**src/rtl/instruction_fetch.sv**
```systemverilog
// Instruction fetch unit: one outstanding imem read at a time, then the word is held until the controller consumes it.
// Optional performance counters (fetch_count, stall_count) are compiled in with FETCH_PERF_EN.
module instruction_fetch #(
  parameter int              PC_W     = 64,
  parameter logic [PC_W-1:0] RESET_PC = '0
) (
  input  logic            clk,
  input  logic            rst,
  output logic            imem_req,
  output logic [PC_W-1:0] imem_addr,
  input  logic [31:0]     imem_rdata,
  input  logic            imem_valid,
  output logic [31:0]     instruction,
  output logic [9:0]      opcode,
  output logic            instr_valid,
  input  logic            instr_ready,
  input  logic            branch_taken,
  input  logic [PC_W-1:0] branch_target,
`ifdef FETCH_PERF_EN
  output logic [31:0]     fetch_count,
  output logic [31:0]     stall_count,
`endif
  output logic [PC_W-1:0] pc_out
);

  typedef enum logic [1:0] {
    IDLE  = 2'd0,
    FETCH = 2'd1,
    HOLD  = 2'd2,
    FLUSH = 2'd3
  } state_t;

  state_t          state;
  logic [PC_W-1:0] pc;
  logic [PC_W-1:0] target_aligned;
  logic            unused_target_bits;

  assign target_aligned     = {branch_target[PC_W-1:2], 2'b00};
  assign unused_target_bits = ^branch_target[1:0];
  assign imem_addr          = pc;
  assign opcode             = instruction[31:22];

  always_ff @(posedge clk) begin
    if (rst) begin
      state       <= IDLE;
      pc          <= {RESET_PC[PC_W-1:2], 2'b00};
      imem_req    <= 1'b0;
      instr_valid <= 1'b0;
      instruction <= '0;
      pc_out      <= '0;
    end else if (branch_taken) begin
      // A redirect wins everywhere; an already-issued read must still be drained in FLUSH.
      pc          <= target_aligned;
      instr_valid <= 1'b0;
      if ((state == FETCH || state == FLUSH) && !imem_valid) begin
        state    <= FLUSH;
        imem_req <= 1'b0;
      end else begin
        state    <= FETCH;
        imem_req <= 1'b1;
      end
    end else begin
      case (state)
        IDLE: begin
          state    <= FETCH;
          imem_req <= 1'b1;
        end
        FETCH: begin
          if (imem_valid) begin
            instruction <= imem_rdata;
            pc_out      <= pc;
            pc          <= pc + PC_W'(4);
            instr_valid <= 1'b1;
            imem_req    <= 1'b0;
            state       <= HOLD;
          end
        end
        HOLD: begin
          if (instr_valid && instr_ready) begin
            instr_valid <= 1'b0;
            imem_req    <= 1'b1;
            state       <= FETCH;
          end
        end
        FLUSH: begin
          if (imem_valid) begin
            imem_req <= 1'b1;
            state    <= FETCH;
          end
        end
        default: begin
          state    <= IDLE;
          imem_req <= 1'b0;
        end
      endcase
    end
  end

`ifdef FETCH_PERF_EN
  always_ff @(posedge clk) begin
    if (rst) begin
      fetch_count <= '0;
      stall_count <= '0;
    end else begin
      if (instr_valid && instr_ready)
        fetch_count <= fetch_count + 32'd1;
      if ((state == FETCH || state == FLUSH) && !imem_valid)
        stall_count <= stall_count + 32'd1;
    end
  end
`endif

endmodule

```
**config.mk**
```make
export PLATFORM = sky130hd
export DESIGN_NAME = instruction_fetch
export DESIGN_NICKNAME = d
export VERILOG_FILES = /design/src/rtl/instruction_fetch.sv
export SDC_FILE = /design/constraint.sdc
export NUM_CORES = 1
export LEC_CHECK = 0
export CAP_MARGIN = 20
export CELL_PAD_IN_SITES_DETAIL_PLACEMENT = 1
export CELL_PAD_IN_SITES_GLOBAL_PLACEMENT = 2
export CORE_MARGIN = 5
export CORE_UTILIZATION = 22
export CTS_CLUSTER_SIZE = 28
export DETAILED_ROUTE_END_ITERATION = 7
export HOLD_SLACK_MARGIN = 0.1
export PLACE_DENSITY = 0.79
export SLEW_MARGIN = 20
export SYNTH_ARGS = -nofsm -noshare
export SYNTH_HDL_FRONTEND = slang
export SYNTH_SLANG_ARGS = --single-unit
```
**constraint.sdc**
```tcl
create_clock -name clk -period 2.65 [get_ports clk]
set_input_delay 0.3975 -clock clk [delete_from_list [all_inputs] [get_ports clk]]
set_output_delay 0.3975 -clock clk [all_outputs]
set_load 0.02 [all_outputs]
```
==> results.sh <==
export IMPL_top_layer="met5"
export IMPL_dr_pass1_iters=6
export IMPL_clk_path_buf_depth=2
export IMPL_maxCapViolations=0
export IMPL_worst_path_max_fanout=24
export IMPL_yosysMostFrequentCell="nand2_1"
export IMPL_pre_cts_ws_ps=-12.9
export IMPL_via_per_inst=4.67
export IMPL_ant_nets=0
export IMPL_final_max_slew_viol_count=0
export IMPL_max_freq_ghz=0.387
export IMPL_synth_common_cells="nand2_1 (241), dfxtp_1 (160), a21oi_1 (114), clkbuf_1 (58), nor2_1 (49)"
export IMPL_io_buffers=266
export IMPL_wirelength_mm=30.2
export IMPL_grt_start_max_net_pins=97
export IMPL_setup_viol=0
export IMPL_rsz0062_at_grt="false"
export IMPL_drt_met1_wl_mm=13.3
export IMPL_fin_nets=1310
export IMPL_synth_cell_types=54
export IMPL_synthDominantCellAreaShare_pct=44.3
export IMPL_worstPathArrival_ps=2930
export IMPL_avgSynthCellArea_um2=7.77
export IMPL_yosys_warnings=0
export IMPL_hold_violations=0
export IMPL_synth_area_leader_cell="dfxtp_1"
export IMPL_period_share_pct=97.6
export IMPL_antenna_found_initial=2
export IMPL_cts_tree="yes"
export IMPL_initial_utilization_pct=22.3
export IMPL_die_y_um=191
export IMPL_synth_edf_count=0
export IMPL_htree_levels=4
export IMPL_overflow=0
export IMPL_drive_above_1_share_pct=10.5
export IMPL_grt_pass1_wl_mm=46.4
export IMPL_synth_area_leaders="dfxtp_1 (44%), nand2_1 (13%), a21oi_1 (7.9%), clkbuf_1 (3.0%), nor2_1 (2.5%)"
export IMPL_hold_class="primary input to flop"
export IMPL_chipWidth_um=191
export IMPL_syn_inst=930
export IMPL_power_density_mw_per_mm2=557
export IMPL_synth_ff_type="dfxtp_1"
export IMPL_worst_endpoint_required_ps=3000
export IMPL_grt_pass1_vias=8066
export IMPL_period_needed_ps=2590
export IMPL_async_reset_ff_share_pct=0
export IMPL_fillers=3855
export IMPL_outcome="complete, no violations"
export IMPL_synth_seq_cells=160
export IMPL_core_area_mm2=0.0325
export IMPL_cts_sinks=160
export IMPL_ir_worst_vdd_mv=0.428
export IMPL_syn_cell_area_mm2=0.00722
export IMPL_fin_skew_ps=11.3
export IMPL_wl_met3_mm=1.88
export IMPL_tightest_slew_ps=585
export IMPL_clk_latency_ps=440
export IMPL_wl_met2_mm=14.5
export IMPL_relSlewSlack_pct=61.0
export IMPL_drt_iter0_markers=243
export IMPL_placed_cells=1630
export IMPL_grtUsageTotal_pct=16.2
export IMPL_setup_ws_ps=63.8
export IMPL_cts_hold_buffers=0
export IMPL_wl_per_cell_um=18.2
export IMPL_startpoint_type="flop"
export IMPL_ys_seq_area_share_pct=44.3
export IMPL_drc_errors=0
export IMPL_dp_hpwl_mm=22.0
export IMPL_num_vias=7774
export IMPL_num_io_pins=273
export IMPL_dieArea_mm2=0.0366
export IMPL_ctsRootBufferMaster="clkbuf_16"
export IMPL_worstSetupPathType="flop to flop"
export IMPL_final_cells=1664
export IMPL_end_kind="flop"
export IMPL_power_leakage_nw=3.80
export IMPL_clk_pin_slew_ps=70
export IMPL_gp_congestion=0.790
export IMPL_area_growth_pct=57.7
export IMPL_rows=66
export IMPL_cts_buffers=17
-- final cells by class --
class / instances / area [µm²] / share of cell area, %
antenna: 1 / 2.50 / 0.0220
tap: 442 / 553 / 4.86
timing repair buffer: 339 / 3280 / 28.8
multi-input combinational: 676 / 3640 / 31.9
sequential: 160 / 3220 / 28.2
clock buffer: 21 / 460 / 4.04
inverter: 14 / 53.8 / 0.472
clock inverter: 11 / 184 / 1.62
-- stage by stage --
stage	TNS, ps	hold WS, ps	util [%]	instance area, µm²	power [mW]
4_1_cts	0	293	35.0	11300	6.45
6_report	0	312	35.1	11400	6.34
3_5_place_dp	-20.5	446	33.0	10700	3.63
5_1_grt	0	314	35.1	11400	6.63
3_3_place_gp	-39.5	441	33.0	10700	3.61
2_1_floorplan	0	516	-	7250	3.07
-- registers in the layout, summed over array words and instances, names as in the netlist --
register / flops
pc_out: 62
imem_addr: 62
instruction: 32
imem_req: 1
state: 2
instr_valid: 1
-- cell families after synthesis --
family	after synthesis	share of synthesized area, %
other	1	0.0519
buffers and inverters	97	5.89
adder cells (fa/ha/maj)	1	0.173
XOR/XNOR	24	2.91
AO/OA/AOI/OAI	208	18.1
flip-flops	160	44.3
AND/OR/NAND/NOR	439	28.5
-- worst max-delay path, stage by stage (launching register included) --
cell	delay [ps]
dfxtp_2	360
nand4_4	120
or4_4	530
or4_4	540
buf_12	180
or4_1	470
a311oi_1	290
-- final timing paths --
path | start | endpoint | slack (ps) | cells past startpoint
worst max-delay path | imem_addr[17] | imem_addr[49] | 60 | 6
worst min-delay path | rst | pc_out[55] | 310 | 2
worst max register to register | imem_addr[17] | imem_addr[49] | 60 | 6
worst min register to register | pc_out[15] | pc_out[15] | 450 | 2
-- placed cells by master, fill, tap and decap left out, types with 4 or more instances in the layout --
cell type,count
a211oi_1,15
a21oi_1,114
a311oi_1,18
a31oi_1,6
and3_1,9
buf_12,6
buf_4,67
bufinv_16,5
clkbuf_16,17
clkdlybuf4s50_1,264
clkinv_2,5
conb_1,4
dfxtp_1,152
dfxtp_2,7
inv_1,12
nand2_1,240
nand3_1,21
nand4_1,28
nor2_1,48
nor3_1,17
nor4_1,17
o211ai_1,6
o21ai_0,8
o31ai_1,18
or2_2,4
or3_1,10
or4_1,21
xnor2_1,16
xor2_1,8
-- power breakdown --
group | internal [mW] | leakage [nW] | switching, mW
Combinational | 0.460 | 2.17 | 0.499
Clock | 1.72 | 0.317 | 1.06
Sequential | 2.51 | 1.31 | 0.100
Total | 4.68 | 3.80 | 1.65
-- metal layers --
metal	vias up	global-route usage, %
li1	3832	-
met1	3753	20.0
met2	165	27.4
met3	22	5.00
met4	2	4.36
met5	-	0
-- what timing repair did --
| item | CTS | global route |
|---|---|---|
| endpoints found under the setup margin | 0 | 12 |
| gates resized for setup | 0 | 6 |
| buffers inserted | 0 | 1 |
(Power assumes the default switching activity.)
